===== src/rtl/sfir_pkg.sv =====
// Shared types and default geometry for the symmetric bitstream FIR tap sequencer.
package sfir_pkg;

  typedef enum logic [2:0] {
    StIdle,
    StLoad,
    StCalc,
    StDrain,
    StRound,
    StOut
  } sfir_state_t;

  // A counter over 0..lat-1 needs at least one bit, even when lat is 0 or 1.
  function automatic int unsigned drain_width(input int unsigned lat);
    return (lat < 2) ? 1 : $clog2(lat);
  endfunction

  localparam int unsigned NTAPS_DEF   = 512;
  localparam int unsigned MAC_LAT_DEF = 2;
  localparam int unsigned P           = NTAPS_DEF / 2;
  localparam int unsigned IDX_W       = $clog2(NTAPS_DEF);
  localparam int unsigned CADDR_W     = $clog2(P);
  localparam int unsigned DRAIN_W     = drain_width(MAC_LAT_DEF);

endpackage


===== src/rtl/sfir_tap_sched_counter.sv =====
// Modulo counter with synchronous clear and enable; last flags the final count.
module sfir_tap_sched_counter #(
  parameter int unsigned MODULO = 4,
  parameter int unsigned WIDTH  = 2
) (
  input  logic             clk,
  input  logic             clr,
  input  logic             en,
  output logic [WIDTH-1:0] cnt,
  output logic             last
);

  assign last = (cnt == WIDTH'(MODULO - 1));

  always_ff @(posedge clk) begin
    if (clr) begin
      cnt <= '0;
    end else if (en) begin
      cnt <= last ? '0 : cnt + WIDTH'(1);
    end
  end

endmodule


===== src/rtl/sfir_tap_sched.sv =====
// Sequencer for the symmetric FIR datapath: snapshot, walk tap pairs, drain, round, push.
module sfir_tap_sched
  import sfir_pkg::*;
#(
  parameter int unsigned NTAPS   = 512,
  parameter int unsigned MAC_LAT = 2,
  parameter int unsigned CNT_W   = 16
) (
  input  logic                       Clock,
  input  logic                       Reset,
  input  logic                       FILTER,
  input  logic                       OutReady,
  output logic                       LoadEn,
  output logic [$clog2(NTAPS)-1:0]   IdxLo,
  output logic [$clog2(NTAPS)-1:0]   IdxHi,
  output logic [$clog2(NTAPS/2)-1:0] CoefAddr,
  output logic                       AccClr,
  output logic                       MacEn,
  output logic                       RoundEn,
  output logic                       Push,
  output logic                       Busy,
  output logic                       Done,
  output logic                       Overrun,
  output logic [CNT_W-1:0]           FrameCnt
);

  localparam int unsigned NumPairs = NTAPS / 2;
  localparam int unsigned IdxW     = $clog2(NTAPS);
  localparam int unsigned CaddrW   = $clog2(NumPairs);
  localparam int unsigned DrainW   = drain_width(MAC_LAT);

  sfir_state_t       state_q;
  logic [DrainW-1:0] drain_q;
  logic              overrun_q;
  logic [CNT_W-1:0]  frame_q;
  logic [CaddrW-1:0] pair_k;
  logic              pair_last;

  // Pair index sits at 0 outside CALC so every frame starts at k=0.
  sfir_tap_sched_counter #(
    .MODULO(NumPairs),
    .WIDTH (CaddrW)
  ) u_pair_cnt (
    .clk (Clock),
    .clr (Reset || (state_q != StCalc)),
    .en  (state_q == StCalc),
    .cnt (pair_k),
    .last(pair_last)
  );

  always_ff @(posedge Clock) begin
    if (Reset) begin
      state_q   <= StIdle;
      drain_q   <= '0;
      overrun_q <= 1'b0;
      frame_q   <= '0;
    end else begin
      if (FILTER && (state_q != StIdle)) overrun_q <= 1'b1;
      case (state_q)
        StIdle:  if (FILTER) state_q <= StLoad;
        StLoad:  state_q <= StCalc;
        StCalc: begin
          if (pair_last) begin
            drain_q <= '0;
            state_q <= (MAC_LAT == 0) ? StRound : StDrain;
          end
        end
        StDrain: begin
          if (drain_q == DrainW'(MAC_LAT - 1)) state_q <= StRound;
          else drain_q <= drain_q + DrainW'(1);
        end
        StRound: state_q <= StOut;
        StOut: begin
          if (OutReady) begin
            frame_q <= frame_q + CNT_W'(1);
            state_q <= StIdle;
          end
        end
        default: state_q <= StIdle;
      endcase
    end
  end

  always_comb begin
    LoadEn   = 1'b0;
    IdxLo    = '0;
    IdxHi    = '0;
    CoefAddr = '0;
    AccClr   = 1'b0;
    MacEn    = 1'b0;
    RoundEn  = 1'b0;
    Push     = 1'b0;
    Done     = 1'b0;
    case (state_q)
      StLoad:  LoadEn = 1'b1;
      StCalc: begin
        MacEn    = 1'b1;
        AccClr   = (pair_k == '0);
        IdxLo    = IdxW'(pair_k);
        IdxHi    = IdxW'(NTAPS - 1) - IdxW'(pair_k);
        CoefAddr = pair_k;
      end
      StRound: RoundEn = 1'b1;
      StOut: begin
        Push = 1'b1;
        Done = OutReady;
      end
      default: ;
    endcase
  end

  assign Busy     = (state_q != StIdle);
  assign Overrun  = overrun_q;
  assign FrameCnt = frame_q;

endmodule


===== config.mk =====
export PLATFORM = sky130hd
export DESIGN_NAME = sfir_tap_sched
export DESIGN_NICKNAME = d
export VERILOG_FILES = /design/src/rtl/sfir_pkg.sv /design/src/rtl/sfir_tap_sched_counter.sv /design/src/rtl/sfir_tap_sched.sv
export SDC_FILE = /design/constraint.sdc
export NUM_CORES = 1
export LEC_CHECK = 0
export ABC_AREA = 1
export CAP_MARGIN = 10
export CORE_AREA = 2 2 74 76
export CTS_CLUSTER_SIZE = 16
export DETAILED_ROUTE_END_ITERATION = 6
export DIE_AREA = 0 0 76 78
export SLEW_MARGIN = 20
export SYNTH_ARGS = -nofsm -noshare
export SYNTH_HDL_FRONTEND = slang
export SYNTH_HIERARCHICAL = 1
export SYNTH_SLANG_ARGS = --single-unit

===== constraint.sdc =====
create_clock -name Clock -period 1.9 [get_ports Clock]
set_clock_uncertainty 0.15 [all_clocks]
set_input_delay 0.285 -clock Clock [delete_from_list [all_inputs] [get_ports Clock]]
set_output_delay 0.285 -clock Clock [all_outputs]
set_load 0.02 [all_outputs]

==> results of run 1 <==
[cell usage after synthesis (2+ instances only)]
| master | count |
|---|---|
| nor2_1 | 56 |
| nand2_1 | 53 |
| inv_1 | 39 |
| dfxtp_1 | 29 |
| nand3_1 | 16 |
| buf_4 | 11 |
| a21oi_1 | 10 |
| o21ai_0 | 9 |
| nor3_1 | 5 |
| nand2_2 | 4 |
| nand4_1 | 4 |
| nor2_2 | 4 |
| nand3_2 | 3 |
| xnor2_1 | 3 |
| clkbuf_1 | 2 |
| ha_1 | 2 |
| nor2_4 | 2 |
| o21bai_1 | 2 |
[path summary, 6_finish.rpt]
path,startpoint,end,slack [ns]
max reg2reg,state_q[0],u_pair_cnt/cnt[7],0.23
max,state_q[0],RoundEn,0.06
min,drain_q,drain_q,0.32
min reg2reg,drain_q,drain_q,0.32
[metal layers]
layer	track usage, %	up-vias
met1	16.7	743
met2	23.8	51
li1	-	933
met4	6.00	0
met3	4.30	6
met5	0	-
[kinds of logic after synthesis]
| family | count (synthesis) |
|---|---|
| AND/OR/NAND/NOR | 153 |
| buffers and inverters | 55 |
| flip-flops | 29 |
| AO/OA/AOI/OAI | 23 |
| XOR/XNOR | 3 |
| adder cells (fa/ha/maj) | 2 |
| other | 1 |
[tightest hold or removal path, stage by stage, from the launching register on]
cell and delay (ns):
dfxtp_1 0.30, o21ai_0 0.06, a21oi_1 0.06
[area by class of cell]
cell class              count  share of cell area (%)
multi-input cells         182                    40.0
flip-flops and latches     29                    25.2
clock inverters             2                   0.429
repair buffers             67                    21.1
well taps                  70                    3.76
inverters                  40                    6.44
clock buffers               6                    3.11
[registers in the layout, summed over array words and instances, names as in the netlist]
name            cells
FrameCnt           16
Overrun             1
drain_q             1
state_q             3
u_pair_cnt/cnt      8
[power groups by stage]
| stage | clock [mW] | sequential, mW | combinational [mW] |
|---|---|---|---|
| floorplan | 0 | 0.690 | 0.490 |
| global placement | 0 | 0.683 | 0.837 |
| detailed placement | 0 | 0.683 | 0.843 |
| CTS | 0.505 | 0.669 | 0.785 |
| global route | 0.534 | 0.681 | 0.847 |
| finish | 0.486 | 0.677 | 0.763 |
[repair_timing]
action                     CTS  global route
pin swaps                    0             3
setup endpoints to repair   32            31
resized for setup           77            42
[through the flow]
step | utilization, % | hold WS (ns) | setup WS [ns] | setup TNS (ns) | cells
after floorplan | - | 0.280 | -0.0448 | -0.328 | 266
after global placement | 46.6 | 0.307 | -0.183 | -0.237 | 388
after detailed placement | 46.6 | 0.314 | -0.187 | -0.453 | 388
after CTS | 48.5 | 0.324 | 0.00309 | 0 | 396
after global routing | 46.3 | 0.353 | 0.00907 | 0 | 396
final | 46.3 | 0.324 | 0.0640 | 0 | 396
==> summary.txt, run 1 <==
Global route
  – Maximum number of pins on one net before global-route repair: 13
  – GR Overflow Total: 0
  – First-pass GRT wire length: between 6000 and 7000 µm
  – Total track usage: between 10% and 20%
  – Vias in the first global route: 1585
  – Initial antenna violation count: 0

Run
  – Total of max-cap violations: 0

Placed design
  – Post-DP HPWL: between 2000 and 3000 µm
  – Gpl congestion: approximately 0.78
  – Placed inst area: roughly 0.0023 mm²
  – IO buf count: between 50 and 60

Logic synthesis
  – Synth Area in Compound Gates: ~7%
  – Post-Synth XOR/XNOR Area: between 1.5 and 2%
  – Avg Cell Area, Syn: between 6 and 7 µm²
  – Ys flop type: dfxtp_1
  – Top cells by area, synth: dfxtp_1 (33%), nor2_1 (12%), nand2_1 (11%)
  – Adder-cell share of the synthesized area: about 1.4%
  – Seq cells post-synth: 29
  – Share of the synthesized area in the top cell type: 33.4%
  – Post-Syn Nets: 272
  – Yosys cell types: 30
  – Post-synth top area cell: dfxtp_1
  – Mapped Cells: between 200 and 300
  – Simple-gate portion of the synthesized area: 41.5%
  – Synth warn: 6
  – Number of synthesized flops with an enable pin: 0
  – Synth Cell Area: between 0.0015 and 0.002 mm²
  – Mux cell area share after synthesis: 0%
  – Fraction of registers with async set/reset: 0%
  – Largest family of logic cells by synthesized area: simple AND/OR/NAND/NOR gates
  – Sequential share of the synthesized area: between 30% and 40%

Routing
  – Vias: 1733
  – Routed met1 length: 1900 µm
  – Drt wl/cell: 10.1 µm
  – Initial drt markers: 87
  – Routed vias/inst: approximately 4.4
  – DR WL met3: around 280 µm
  – Drt first pass iters: 4
  – Post-route ant nets: 0
  – Met2 WL post-DR: about 1800 µm
  – DRC: 0
  – Routed WL: between 3000 and 4000 µm
  – Highest Signal Layer: met4

Setup path
  – CP Max Fanout: 7
  – WP data required: 1.46 ns
  – Crit path cell chain: buf_4 > nor2_2 > inv_1 > nor2_1 > dlygate4sd2_1
  – CP bufs+invs: 3
  – Worst-case reg-to-reg path depth: 10
  – CP arrival: 1.40 ns
  – Family with the most delay on the worst path: buffers and inverters
  – Largest stage delay, worst path: 0.34 ns
  – Crit path max-delay cell type: dlygate4sd2_1
  – Crit path capture type: output pin
  – Critical path depth: 5
  – Startpoint types: flop
  – Critical path class: flop to output pin

Clocking
  – CTS tree: yes
  – CTS Hold Bufs: 0
  – Clock buffer depth: 2
  – Cts bufs inserted: 5
  – Postcts setup bufs: 0
  – Clock Pin Slew Worst Setup and Hold Paths: about 0.060 ns
  – Root buf cell: clkbuf_8
  – H-tree depth: 2
  – Clk Latency, worst-skew pair: about 0.28 ns
  – Clock tree sinks: 29

Floorplan
  – FP Rows: 26
  – IO Count: 54
  – Die Ht: a little under 80 µm
  – Die Width: between 70 and 80 µm
  – Initial Utilization: 34.5%
  – Die Area: approximately 0.0059 mm²
  – Core Area: around 0.0050 mm²

Timing
  – # setup viols final: 0
  – Final hold viol count: 0
  – Final Cycle Share: ~97%
  – Fmax: 545 MHz
  – Final min period: 1.84 ns
  – Max-slew violations: 0
  – RSZ-0062 raised after global routing: no

Power and ir drop
  – Power density cells: just over 800 mW/mm²
  – Overall Power: 1.93 mW
  – Leakage: 1.07 nW
  – Switch share: a little under two fifths
  – Clock Power Share: 25.2%
  – Comb power frac: between 30% and 40%
  – Internal power: 1.19 mW
  – Peak VDD IR: 0.000331 V
  – Net Switching: ~0.73 mW
  – Sequential share of power: a little over a third

Outcome
  – Status: finished clean

Layout
  – Most frequent cells in the layout: nor2_1 (53), nand2_1 (52), inv_1 (39)
  – # diodes: 0
  – Fillers: ~530
  – Multi-input gate area: ~930 µm²
  – Commonest non-fill, non-tap cell in the layout: nor2_1
  – Area Overhead vs Synth: 34.2%
  – Fraction of layout cells with a size suffix above 1: between 20% and 30%
  – Register area: 587 µm²
  – Final #Nets: between 300 and 400
  – Design Area, Final: approximately 0.0023 mm²

Worst hold path
  – Worst min path class: flop to flop
  – WHS Path Cells: 2
Note: power is estimated with default switching activity, not from simulation.
==> run 2, diff against run 1 <==
==> constraint.sdc (replaced) <==
create_clock -name Clock -period 1.75 [get_ports Clock]
set_clock_uncertainty 0.15 [all_clocks]
set_input_delay 0.2625 -clock Clock [delete_from_list [all_inputs] [get_ports Clock]]
set_output_delay 0.2625 -clock Clock [all_outputs]
set_load 0.02 [all_outputs]
==> summary.txt, run 2 (synthesis gave the netlist of run 1 again) <==
Outcome
  – Status: finished clean

Power and ir drop
  – Switch share: 34.6% (-3.3 points)
  – Overall Power: 2.40 mW (+25%)
  – Sequential share of power: 30.2% (-5.0 points)
  – Net Switching: 0.832 mW (+14%)
  – Comb power frac: 39.8% (+0.2 points)
  – Clock Power Share: 30.0% (+4.8 points)
  – Power density cells: 936 mW/mm² (+13%)
  – Peak VDD IR: 0.000448 V (+36%)
  – Internal power: 1.57 mW (+31%)
  – Leakage: 1.29 nW (+20%)

Worst hold path
  – Worst min path class: flop to flop

Clocking
  – Clk Latency, worst-skew pair: 0.28 ns (about the same)
  – CTS Hold Bufs: 0 (unchanged)
  – H-tree depth: 2 (unchanged)
  – Clock buffer depth: 2 (unchanged)
  – CTS tree: yes
  – Clock tree sinks: 29 (unchanged)
  – Clock Pin Slew Worst Setup and Hold Paths: 0.06 ns (about the same)
  – Root buf cell: clkbuf_8
  – Postcts setup bufs: 0 (unchanged)
  – Cts bufs inserted: 5 (unchanged)

Routing
  – Initial drt markers: 88 (+1.1%)
  – Drt wl/cell: 9.92 µm (-1.5%)
  – Routed vias/inst: 4.32 (-1.3%)
  – Routed WL: 4110 µm (+3.0%)
  – Vias: 1788 (+3.2%)
  – Drt first pass iters: 5 (+1)
  – Post-route ant nets: 0 (unchanged)
  – DRC: 0 (unchanged)

Run
  – Total of max-cap violations: 0 (unchanged)

Floorplan
  – Die Area: 0.00593 mm² (unchanged)
  – Initial Utilization: 34.5% (unchanged)
  – FP Rows: 26 (unchanged)
  – Die Width: 76 µm (unchanged)
  – Die Ht: 78 µm (unchanged)
  – IO Count: 54 (unchanged)
  – Core Area: 0.00504 mm² (unchanged)

Layout
  – Final #Nets: 349 (+5.4%)
  – Area Overhead vs Synth: 47.7%
  – Fraction of layout cells with a size suffix above 1: 31.4% (+7.5 points)
  – Register area: 586 µm² (-0.21%)
  – Core Util, Final: 50.9% (+4.6 points)
  – Max FFs per register: 16 (unchanged)
  – Commonest non-fill, non-tap cell in the layout: nand2_1
  – Multi-input gate area: 956 µm² (+2.6%)
  – # diodes: 0 (unchanged)
  – Most frequent cells in the layout: nand2_1 (53), buf_4 (49), nor2_1 (45)
  – Fillers: 539 (+1.3%)

Setup path
  – WP data required: 1.34 ns (-0.12 ns)
  – CP arrival: 1.28 ns (-0.12 ns)
  – Crit path cell chain: clkdlybuf4s50_1
  – CP bufs+invs: 1 (-2)
  – Largest stage delay, worst path: 0.62 ns (+0.28 ns)
  – Startpoint types: flop
  – Family with the most delay on the worst path: buffers and inverters
  – CP Max Fanout: 4 (-3)
  – Crit path max-delay cell type: clkdlybuf4s50_1
  – Crit path capture type: output pin
  – Critical path class: flop to output pin

Global route
  – Total track usage: 14.6% (+0.54 points)
  – First-pass GRT wire length: 7080 µm (+2.9%)
  – Initial antenna violation count: 0 (unchanged)
  – Maximum number of pins on one net before global-route repair: 10 (-3)
  – GR Overflow Total: 0 (unchanged)
  – Vias in the first global route: 1685 (+6.3%)

Timing
  – Hold_ws: 0.325 ns (+0.00183 ns)
  – RSZ-0062 raised after global routing: yes
  – Fmax: just under 600 MHz
  – Final Cycle Share: 96.5%
  – Final setup TNS: 0 ns (unchanged)
  – Max-slew violations: 0 (unchanged)
  – Final hold viol count: 0 (unchanged)
  – Final min period: ~1.7 ns
  – # setup viols final: 0 (unchanged)

Placed design
  – Post-DP HPWL: 3160 µm (+5.5%)
  – Gpl congestion: 0.814 (+4.8%)
  – IO buf count: 52 (unchanged)
## run 2: changes by cell type in the layout (fill, tap and decap cells not counted), sizes merged
cell and delta:
clkbuf -9, dlygate4sd2 +2, dlymetal6s2s +5, bufinv +1, buf +32, clkdlybuf4s15 -1, clkdlybuf4s50 -10, clkinv -2
## run 2: layout make-up
class                      count  area share, %
tap                           70           3.41
clock buffer                   7           3.36
sequential                    29           22.8
clock inverter                 1           1.17
multi-input combinational    182           37.3
timing repair buffer          85           26.1
inverter                      40           5.85
## run 2: metrics by stage
| stage | cell area (µm²) | worst slack [ns] | std cells |
|---|---|---|---|
| 2_1_floorplan | 1780 | -0.0641 | 266 |
| 3_3_place_gp | 2520 | -0.305 | 406 |
| 3_5_place_dp | 2520 | -0.298 | 406 |
| 4_1_cts | 2510 | 0.00741 | 414 |
| 5_1_grt | 2570 | -0.0294 | 414 |
| 6_report | 2570 | 0.0610 | 414 |
## run 2: repair_timing
item,4_1_cts,5_1_grt
resized for setup,127,43
setup endpoints to repair,37,45
pin swaps,0,4
## run 2: per-layer routing
layer,up-vias,track usage (%),wire (µm)
met5,-,0,0
met4,0,6.00,79
met3,9,4.77,250
met2,49,25.8,1870
met1,757,16.3,1910
li1,973,-,-
## run 2: final timing paths
path | from | to | cells past startpoint | slack, ns
setup / recovery | FrameCnt[14] | FrameCnt[14] | 1 | 0.06
hold reg to reg | Overrun | Overrun | 2 | 0.33
setup reg to reg | state_q[2] | u_pair_cnt/cnt[3] | 9 | 0.13
hold / removal | Overrun | Overrun | 2 | 0.33
## run 2: power groups by stage
stage	Combinational (mW)	Clock, mW	Sequential [mW]
2_1_floorplan	0.558	0	0.750
3_3_place_gp	1.00	0	0.735
3_5_place_dp	1.01	0	0.736
4_1_cts	0.910	0.754	0.724
5_1_grt	1.06	0.783	0.729
6_report	0.956	0.721	0.725
## run 2: worst min-delay path: cells and delay by family (launching register included)
kind,cells,cell delay [ns]
compound gates,1,0.04
flops,1,0.33
simple gates,1,0.07
